**config.mk**
```make
export PLATFORM = sky130hd
export DESIGN_NAME = mem_bridge
export DESIGN_NICKNAME = d
export VERILOG_FILES = /design/src/rtl/mem_bridge_pkg.sv /design/src/rtl/mem_wb_buffer.sv /design/src/rtl/mem_bridge.sv
export SDC_FILE = /design/constraint.sdc
export NUM_CORES = 1
export LEC_CHECK = 0
export ABC_AREA = 1
export CAP_MARGIN = 20
export CELL_PAD_IN_SITES_DETAIL_PLACEMENT = 0
export CELL_PAD_IN_SITES_GLOBAL_PLACEMENT = 1
export CORE_MARGIN = 1.5
export CORE_UTILIZATION = 34
export DETAILED_ROUTE_END_ITERATION = 7
export HOLD_SLACK_MARGIN = 0.1
export MAX_ROUTING_LAYER = met4
export PLACE_DENSITY = 0.73
export SKIP_LAST_GASP = 1
export SYNTH_ARGS = -nofsm -noshare
export SYNTH_HDL_FRONTEND = slang
export SYNTH_SLANG_ARGS = --single-unit
```
**constraint.sdc**
```tcl
create_clock -name clk -period 2.2 [get_ports clk]
set_input_delay 0.22 -clock clk [delete_from_list [all_inputs] [get_ports clk]]
set_output_delay 0.22 -clock clk [all_outputs]
set_load 0.05 [all_outputs]
```
**src/rtl/mem_bridge_pkg.sv**
```systemverilog
// Shared definitions for the memory bridge: default widths and the
// bus-side state encoding used by mem_bridge.
package mem_bridge_pkg;

    localparam int PA_WIDTH_DEF  = 32;
    localparam int WRD_WIDTH_DEF = 32;
    localparam int BLK_WIDTH_DEF = 128;

    // Bus-side sequencer states.
    typedef enum logic [1:0] {
        ST_IDLE = 2'd0,
        ST_WB   = 2'd1,
        ST_FILL = 2'd2,
        ST_DONE = 2'd3
    } bus_state_t;

    // Number of bus beats in one cache block.
    function automatic int beats_of(input int blk_width, input int wrd_width);
        return blk_width / wrd_width;
    endfunction

endpackage

```
**src/rtl/mem_wb_buffer.sv**
```systemverilog
// One-entry write-back buffer: holds an aligned block address plus block
// data, and compares a probe address against the held entry.
// Used by mem_bridge only when WB_BUFFER_EN is defined.
module mem_wb_buffer #(
    parameter int PA_WIDTH  = 32,
    parameter int BLK_WIDTH = 128
) (
    input  logic                 clk,
    input  logic                 rst_n,
    input  logic                 load,
    input  logic [PA_WIDTH-1:0]  load_addr,
    input  logic [BLK_WIDTH-1:0] load_blk,
    input  logic                 take,
    input  logic [PA_WIDTH-1:0]  cmp_addr,
    output logic                 valid,
    output logic [PA_WIDTH-1:0]  addr,
    output logic [BLK_WIDTH-1:0] blk,
    output logic                 hit
);

    // Entry storage: load fills an empty entry, take empties it.
    always_ff @(posedge clk or negedge rst_n) begin
        if (!rst_n) begin
            valid <= 1'b0;
            addr  <= '0;
            blk   <= '0;
        end else if (load) begin
            valid <= 1'b1;
            addr  <= load_addr;
            blk   <= load_blk;
        end else if (take) begin
            valid <= 1'b0;
        end
    end

    // Address match against the held entry (probe is already aligned).
    always_comb begin
        hit = valid && (addr == cmp_addr);
    end

endmodule

```
**src/rtl/mem_bridge.sv**
```systemverilog
// Memory bridge: serialises cache write-back and fill blocks into
// WRD_WIDTH beats on a req/ack memory bus and assembles fill blocks.
// Optional feature macro: WB_BUFFER_EN (one-entry write-back buffer).
//
// Handshake: a requester raises *_valid and holds address/data stable;
// the transfer happens on the rising edge where *_valid and *_ready are
// both high. On the memory side bus_req/bus_we/bus_addr/bus_wdata stay
// stable until the edge that samples bus_ack=1.
module mem_bridge
    import mem_bridge_pkg::*;
#(
    parameter int PA_WIDTH  = PA_WIDTH_DEF,
    parameter int WRD_WIDTH = WRD_WIDTH_DEF,
    parameter int BLK_WIDTH = BLK_WIDTH_DEF
) (
    input  logic                 clk,
    input  logic                 rst_n,
    input  logic                 wb_valid,
    output logic                 wb_ready,
    input  logic [PA_WIDTH-1:0]  wb_addr,
    input  logic [BLK_WIDTH-1:0] wb_blk,
    input  logic                 fill_valid,
    output logic                 fill_ready,
    input  logic [PA_WIDTH-1:0]  fill_addr,
    output logic                 fill_done,
    output logic [BLK_WIDTH-1:0] fill_blk,
    output logic                 bus_req,
    output logic                 bus_we,
    output logic [PA_WIDTH-1:0]  bus_addr,
    output logic [WRD_WIDTH-1:0] bus_wdata,
    input  logic                 bus_ack,
    input  logic [WRD_WIDTH-1:0] bus_rdata,
    output logic                 busy,
    output bus_state_t           dbg_state
);

    localparam int BEATS      = beats_of(BLK_WIDTH, WRD_WIDTH);
    localparam int BEAT_BYTES = WRD_WIDTH / 8;
    localparam int OFF_BITS   = $clog2(BLK_WIDTH / 8);
    localparam int CW         = $clog2(BEATS);
    localparam logic [PA_WIDTH-1:0] OFF_MASK = PA_WIDTH'((1 << OFF_BITS) - 1);
    localparam logic [CW-1:0]       LAST_BEAT = CW'(BEATS - 1);

    bus_state_t           state_q, state_d;
    logic [CW-1:0]        cnt_q, cnt_d;
    logic                 req_q, req_d;
    logic                 we_q, we_d;
    logic [PA_WIDTH-1:0]  addr_q, addr_d;
    logic [WRD_WIDTH-1:0] wdata_q, wdata_d;
    logic                 done_q, done_d;
    logic [BLK_WIDTH-1:0] blk_q, blk_d;
    logic [BLK_WIDTH-1:0] asm_q, asm_d;
    logic [BLK_WIDTH-1:0] fblk_q, fblk_d;
    logic                 rdy_q;
    logic                 idle;
    logic [PA_WIDTH-1:0]  wb_base;
    logic [PA_WIDTH-1:0]  fill_base;

`ifdef WB_BUFFER_EN
    logic                 buf_valid;
    logic [PA_WIDTH-1:0]  buf_addr;
    logic [BLK_WIDTH-1:0] buf_blk;
    logic                 buf_hit;
    logic                 buf_load;
    logic                 buf_take;

    mem_wb_buffer #(
        .PA_WIDTH  (PA_WIDTH),
        .BLK_WIDTH (BLK_WIDTH)
    ) u_wb_buffer (
        .clk       (clk),
        .rst_n     (rst_n),
        .load      (buf_load),
        .load_addr (wb_base),
        .load_blk  (wb_blk),
        .take      (buf_take),
        .cmp_addr  (fill_base),
        .valid     (buf_valid),
        .addr      (buf_addr),
        .blk       (buf_blk),
        .hit       (buf_hit)
    );
`endif

    // Ready decode; rdy_q keeps both readies low while reset is applied.
    always_comb begin
        idle      = (state_q == ST_IDLE);
        wb_base   = wb_addr & ~OFF_MASK;
        fill_base = fill_addr & ~OFF_MASK;
`ifdef WB_BUFFER_EN
        wb_ready   = rdy_q && !buf_valid;
        fill_ready = rdy_q && idle;
        buf_load   = wb_valid && wb_ready;
`else
        wb_ready   = rdy_q && idle;
        fill_ready = rdy_q && idle && !wb_valid;
`endif
    end

    // Next-state and next bus/datapath values.
    always_comb begin
        state_d = state_q;
        cnt_d   = cnt_q;
        req_d   = req_q;
        we_d    = we_q;
        addr_d  = addr_q;
        wdata_d = wdata_q;
        done_d  = 1'b0;
        blk_d   = blk_q;
        asm_d   = asm_q;
        fblk_d  = fblk_q;
`ifdef WB_BUFFER_EN
        buf_take = 1'b0;
`endif
        case (state_q)
            ST_IDLE: begin
`ifdef WB_BUFFER_EN
                // A pending fill beats the buffer drain; a buffer hit skips the bus.
                if (fill_valid && fill_ready) begin
                    if (buf_hit) begin
                        state_d = ST_DONE;
                        fblk_d  = buf_blk;
                        done_d  = 1'b1;
                    end else begin
                        state_d = ST_FILL;
                        req_d   = 1'b1;
                        we_d    = 1'b0;
                        addr_d  = fill_base;
                        wdata_d = '0;
                    end
                end else if (buf_valid) begin
                    buf_take = 1'b1;
                    state_d  = ST_WB;
                    req_d    = 1'b1;
                    we_d     = 1'b1;
                    addr_d   = buf_addr;
                    wdata_d  = buf_blk[WRD_WIDTH-1:0];
                    blk_d    = buf_blk;
                end
`else
                // Write-back first so a later fill sees the evicted data in memory.
                if (wb_valid && wb_ready) begin
                    state_d = ST_WB;
                    req_d   = 1'b1;
                    we_d    = 1'b1;
                    addr_d  = wb_base;
                    wdata_d = wb_blk[WRD_WIDTH-1:0];
                    blk_d   = wb_blk;
                end else if (fill_valid && fill_ready) begin
                    state_d = ST_FILL;
                    req_d   = 1'b1;
                    we_d    = 1'b0;
                    addr_d  = fill_base;
                    wdata_d = '0;
                end
`endif
            end
            ST_WB, ST_FILL: begin
                if (bus_ack) begin
                    if (state_q == ST_FILL) begin
                        asm_d[cnt_q*WRD_WIDTH +: WRD_WIDTH] = bus_rdata;
                    end
                    if (cnt_q == LAST_BEAT) begin
                        cnt_d   = '0;
                        req_d   = 1'b0;
                        we_d    = 1'b0;
                        addr_d  = '0;
                        wdata_d = '0;
                        if (state_q == ST_FILL) begin
                            state_d = ST_DONE;
                            done_d  = 1'b1;
                            fblk_d  = asm_d;
                        end else begin
                            state_d = ST_IDLE;
                        end
                    end else begin
                        cnt_d   = cnt_q + 1'b1;
                        addr_d  = addr_q + PA_WIDTH'(BEAT_BYTES);
                        wdata_d = blk_q[cnt_d*WRD_WIDTH +: WRD_WIDTH];
                    end
                end
            end
            ST_DONE: begin
                state_d = ST_IDLE;
            end
            default: begin
                state_d = ST_IDLE;
            end
        endcase
    end

    // State and beat counter.
    always_ff @(posedge clk or negedge rst_n) begin
        if (!rst_n) begin
            state_q <= ST_IDLE;
            cnt_q   <= '0;
        end else begin
            state_q <= state_d;
            cnt_q   <= cnt_d;
        end
    end

    // Registered bus outputs, block holding and fill assembly.
    always_ff @(posedge clk or negedge rst_n) begin
        if (!rst_n) begin
            rdy_q   <= 1'b0;
            req_q   <= 1'b0;
            we_q    <= 1'b0;
            addr_q  <= '0;
            wdata_q <= '0;
            done_q  <= 1'b0;
            blk_q   <= '0;
            asm_q   <= '0;
            fblk_q  <= '0;
        end else begin
            rdy_q   <= 1'b1;
            req_q   <= req_d;
            we_q    <= we_d;
            addr_q  <= addr_d;
            wdata_q <= wdata_d;
            done_q  <= done_d;
            blk_q   <= blk_d;
            asm_q   <= asm_d;
            fblk_q  <= fblk_d;
        end
    end

    // Output mapping.
    always_comb begin
        bus_req   = req_q;
        bus_we    = we_q;
        bus_addr  = addr_q;
        bus_wdata = wdata_q;
        fill_done = done_q;
        fill_blk  = fblk_q;
        busy      = (state_q != ST_IDLE);
        dbg_state = state_q;
    end

endmodule
```
## After elaboration in Yosys (flattened, before gate mapping)

Cells that the tools add are included.

- Input bits: 229
- Word-level logic and storage cells: 70
- Register bits after elaboration: 456

- Reductions and logical operators: 15
- Add/sub/neg operators: 3
- Multiplexer cells: 31
- Equal/unequal tests: 7
- Shifts and indexed selects: 3

Operators by type and width:

| operator | count |
|---|---|
| 32-bit 2-to-1 mux | 8 |
| 128-bit bitwise mux | 1 |
| 128-bit 2-to-1 mux | 1 |
| 32-bit case mux with 2 select lines | 2 |
| 32-bit by 34-bit variable shift with 128-bit output, first input constant | 1 |
| 128-bit by 8-bit indexed part select with 32-bit output | 1 |
| 32-bit by 34-bit indexed part select with 128-bit output | 1 |
| 7-bit negation with 34-bit output | 1 |
| 32-bit by 3-bit adder with 32-bit output, second input constant | 1 |
| 2-bit 2-to-1 mux | 6 |
| 1-bit 2-to-1 mux | 10 |
| 4-bit AND reduction | 2 |
| 2-bit equality test, second input constant | 3 |
| 2-bit case mux with 3 select lines | 1 |
| 3-bit AND reduction | 2 |
| 1-bit logical AND | 4 |
| 2-bit != test, second input constant | 2 |
| 1-bit case mux with 2 select lines | 2 |
| 2-bit AND reduction | 2 |
| 2-bit nonzero test | 2 |
| 3-bit by 1-bit != test with 1-bit output, second input constant | 1 |
| 2-bit by 1-bit adder with 2-bit output, second input constant | 1 |
| 2-bit by 1-bit equality test with 1-bit output, second input constant | 1 |
| 2-bit zero test | 1 |
| other kinds (2) | 2 |

## Logic depth before layout (Yosys ltp)

- Depth in word-level cells: 7
- Depth in mapped cells: 13
- Depth with buffers taken out: 11

## Worst setup path after synthesis

OpenSTA, ideal clock, no wires.

- Path kind: reg2reg
- Start point: register state_q[0] (netlist: dbg_state[0])
- End point: register addr_q[20] (netlist: bus_addr[20])
- Buffers on the path: 1
- Setup slack: -0.428 ns
- Stages on the path, launching flop included: 12
- Clock period less this slack: 2.628 ns
- Data required time: 2.082 ns
- Arrival time: 2.510 ns
- Setup time: 0.118 ns
- Cells stage by stage: dfrtp_1 -> inv_1 -> ha_1 -> nand2_1 -> nor2_1 -> nand2_1 -> nand2_1 -> nand2_1 -> nor2_4 -> buf_4 -> o21ai_1 -> a21o_1

- Cells in the longest elaborated chain, start to end: 6
- Elaborated cells between the ends (all ways): 14
- Those cells by class: eq/ne (4); mux (2); reduce/logical (8)

RTL lines:

| what | RTL line | source |
|---|---|---|
| start: declaration | mem_bridge.sv:44 | `bus_state_t state_q, state_d;` |
| start signal: assignment | mem_bridge.sv:198 | `state_q <= state_d;` |
| 2-bit zero test | mem_bridge.sv:87 | `idle = (state_q == ST_IDLE);` |
| 1-bit logical AND (2 in series) | mem_bridge.sv:96 | `fill_ready = rdy_q && idle && !wb_valid;` |
| via fill_ready | mem_bridge.sv:23 | `output logic fill_ready,` |
| 1-bit logical AND | mem_bridge.sv:149 | `end else if (fill_valid && fill_ready) begin` |
| 3-bit by 1-bit != test with 1-bit output (no source line) | -- |  |
| 3-bit AND reduction (no source line) | -- |  |
| end signal: assignment | mem_bridge.sv:219 | `addr_q <= addr_d;` |
| end: declaration | mem_bridge.sv:48 | `logic [PA_WIDTH-1:0] addr_q, addr_d;` |

The timed path passes the listed nets, and every way through them passes these cells.
A chain may end at the register's enable or synchronous reset.

## Worst setup path after layout

- Start point: register addr_q[15] (netlist: bus_addr[15])
- End point: output port bus_addr[15]

RTL lines:

| what | RTL line | source |
|---|---|---|
| end: declaration | mem_bridge.sv:29 | `output logic [PA_WIDTH-1:0] bus_addr,` |

No word-level cell between the ends.

==> key figures <==
Timing
  • Relative slew margins: 54.9%
  • Max Freq: 0.464 GHz
  • Period utilisation layout: 97.9%
  • Fin. Hold Viols: 0
  • Total Neg Setup Slack: 0 ns
  • Clock Skews: 0.0173 ns
  • RSZ-0062 raised after global routing: false
  • Final min period: 2.15 ns
  • Worst slew pin tran: 0.677 ns
  • Setup-failing EPs final: 0
  • Final Max Slew Viols: 0

Detailed routing
  • DRT iter0 DRCs: 1653
  • First-pass iteration count of the detailed router: 5
  • Remaining DRCs: 0
  • Highest Signal Layer: met4
  • WL met3: 4.54 mm
  • Vias per inst: 5.01
  • Antenna Violating Nets Remaining: 0
  • Vias: 19300
  • Wire length per cell: 18.6 um
  • DRT met1 WL: 33.3 mm
  • WL final: 71.8 mm
  • Met2 WL: 31.8 mm

Power
  • PwrDens: 1440 nW/um^2
  • LEAKAGE: 12.9 nW
  • Peak supply drop: 746 uV

Worst setup path
  • Critical path's largest stage delay: 0.87 ns
  • FF-to-FF path depth: 8
  • CP cell instances: clkdlybuf4s50_1
  • Reg-to-Reg End: bus_addr[19]$_DFFE_PN0P_
  • Setup crit end kind: output port
  • CP max-delay cell: clkdlybuf4s50_1
  • WP data arrival: 1.93 ns
  • Origin of the critical flop-to-flop path: dbg_state[0]$_DFFE_PN0P_
  • CP delay by family, top: buffers and inverters
  • Reg-to-reg slack, setup: 0.15 ns
  • Worst setup SP type: flip-flop
  • CP Class: flip-flop to output port
  • WP buf/inv: 1
  • Worst-path fanout max: 6
  • Required time of the worst setup path: 1.98 ns

Floorplanning
  • Starting Density: 34.3%
  • Num rows: 91
  • Io pins: 429
  • Core ar.: 61500 um^2
  • Chip Height: 252 um
  • Die W: 252 um
  • Die area: 63400 um^2

Clocking
  • Reg clk slew, reported paths: 0.07 ns
  • TritonCTS clock tree: built
  • Clock Path Buffers: 3
  • CTS sink cnt: 454
  • CTS HTree Levels: 2
  • CTS buffer count: 51
  • Worst skew pair latency: 0.59 ns
  • Clk root buf: clkbuf_16

Yosys
  • Synthesized area: 21100 um^2
  • Top post-synthesis cells by area: dfrtp_1 (54%), nand2_1 (17%), o21ai_0 (8.9%), inv_1 (3.4%), nor2_1 (2.2%)
  • Yosys cell types: 36
  • Yosys reg bits: 454
  • Mean Syn Cell Area: 7.99 um^2
  • YS warnings: 0
  • Post-synth top area cell: dfrtp_1
  • Sequential area share after synthesis: 53.9%
  • Synth top area share: 53.9%
  • Post-synthesis cell count: 2635

Min path
  • Worst Hold Class: input port to flip-flop
  • Hold path start: wb_blk[55]
  • Min-Delay Path Depth: 3
  • Worst hold path endpoint: blk_q[55]$_DFFE_PN0P_

Global route
  • Vias in the first global route: 18900
  • Initial antenna violation count: 12
  • Gr usage total: 23.2%
  • Grt ovf: 0
  • Largest net degree at the start of global routing: 157
  • First-pass GRT wire length: 112 mm

Cells and area
  • Layout cells sized above 1: 6.29%
  • Fillers: 6023
  • P&R area growth vs syn: 34.0%
  • # nets final: 3252
  • Commonest non-fill, non-tap cell in the layout: nand2_1
  • Post-route cell area: 28200 um^2
  • Commonest cells after routing, fill and taps aside: nand2_1 (976), dfrtp_1 (451), clkdlybuf4s50_1 (403)

Place
  • DP Area: 26400 um^2
  • HPWL after DPL: 49.5 mm
  • Port Buf Inserts: 418
  • GPL Wtd Cong: 0.888

Flow run
  • Maxcap violations: 0

Outcome
  • Status: complete, no violations
## worst max-delay path by stage
stage / from / to / slack, ns / cells after the start
after floorplan: cnt_q[0]$_DFFE_PN0P_ / bus_wdata[25]$_DFFE_PN0P_ / 0.01 / 12
after global placement: wb_valid / bus_addr[19]$_DFFE_PN0P_ / 0.13 / 9
after detailed placement: wb_valid / bus_addr[27]$_DFFE_PN0P_ / 0.11 / 9
after CTS: bus_addr[17]$_DFFE_PN0P_ / bus_addr[17] / 0.003 / 1
after global routing: bus_addr[25]$_DFFE_PN0P_ / bus_addr[25] / 0.004 / 1
final: bus_addr[15]$_DFFE_PN0P_ / bus_addr[15] / 0.05 / 1
## state kept, by name, summed over array words and instances (netlist names)
register	count
fill_blk	128
bus_req	1
cnt_q	2
dbg_state	2
asm_q	128
rdy_q	1
blk_q	128
bus_addr	30
bus_wdata	32
bus_we	1
fill_done	1
## per-stage QoR
step	util, %	setup WS (ns)	power, mW	std cells	hold slack [ns]
final	45.9	0.0463	40.7	3853	0.159
after global routing	45.9	0.00413	43.5	3853	0.144
after CTS	45.8	0.00303	41.0	3841	0.127
after detailed placement	43.0	0.106	32.1	3748	0.248
after global placement	43.0	0.131	31.8	3748	0.262
after floorplan	-	0.0139	25.1	2636	-0.0756
## cell type report
class,count,area [um^2],area share [%]
Timing Repair Buffer,494,5140,18.2
Multi-Input combinational cell,1814,8230,29.2
Antenna cell,12,30.0,0.106
Inverter,197,751,2.66
Sequential cell,454,11400,40.3
Clock buffer,73,1520,5.38
Clock inverter,19,196,0.696
Tap cell,790,988,3.50
## synthesized netlist by cell type
master    count
buf_6         2
nor2_2        3
a21o_1        2
o32ai_1       1
inv_2         7
conb_1        2
nor4_1        1
o21ai_0     373
a32oi_1      51
or2_1         1
dfrtp_1     454
buf_4        14
nand3_1      53
clkbuf_1     82
and2_1        1
nand3_2       2
a21oi_1      56
nand2_1     976
nand3b_1      3
o211ai_1      1
nor3_2        2
ha_1         11
clkinv_1      2
nor3_1        1
nor3_4        1
nor2_4        1
nand2_2       1
buf_1        16
nor2_1      122
a21boi_1     10
o21ai_1      47
buf_2        57
o22ai_1      67
nand4_1      20
inv_1       188
a22oi_1       4
## per-layer routing
| layer | vias to the layer above | global-route usage [%] |
|---|---|---|
| met3 | 113 | 4.67 |
| met5 | - | - |
| li1 | 9328 | - |
| met1 | 9272 | 32.0 |
| met2 | 584 | 33.9 |
| met4 | 0 | 7.96 |
## kinds of logic after synthesis
group                      synth area share [%]
other                                    0.0357
buffers and inverters                      7.22
DFF                                        53.9
adders and majority gates                 0.653
and+or+nand+nor                            22.1
AOI/OAI and AO/OA                          16.1
## report_power, final
part | internal, mW | switching (mW)
registers | 11.2 | 1.77
clock network | 5.15 | 3.60
logic | 6.16 | 12.8
## what timing repair did
item | CTS | global route
buffers inserted | 0 | 0
hold buffers | 1 | 0
endpoints found under the setup margin | 3 | 9
hold endpoints to repair | 90 | 0
gates resized for setup | 3 | 8
pin swaps | 0 | 0
Note: power is estimated with default switching activity, not from simulation.
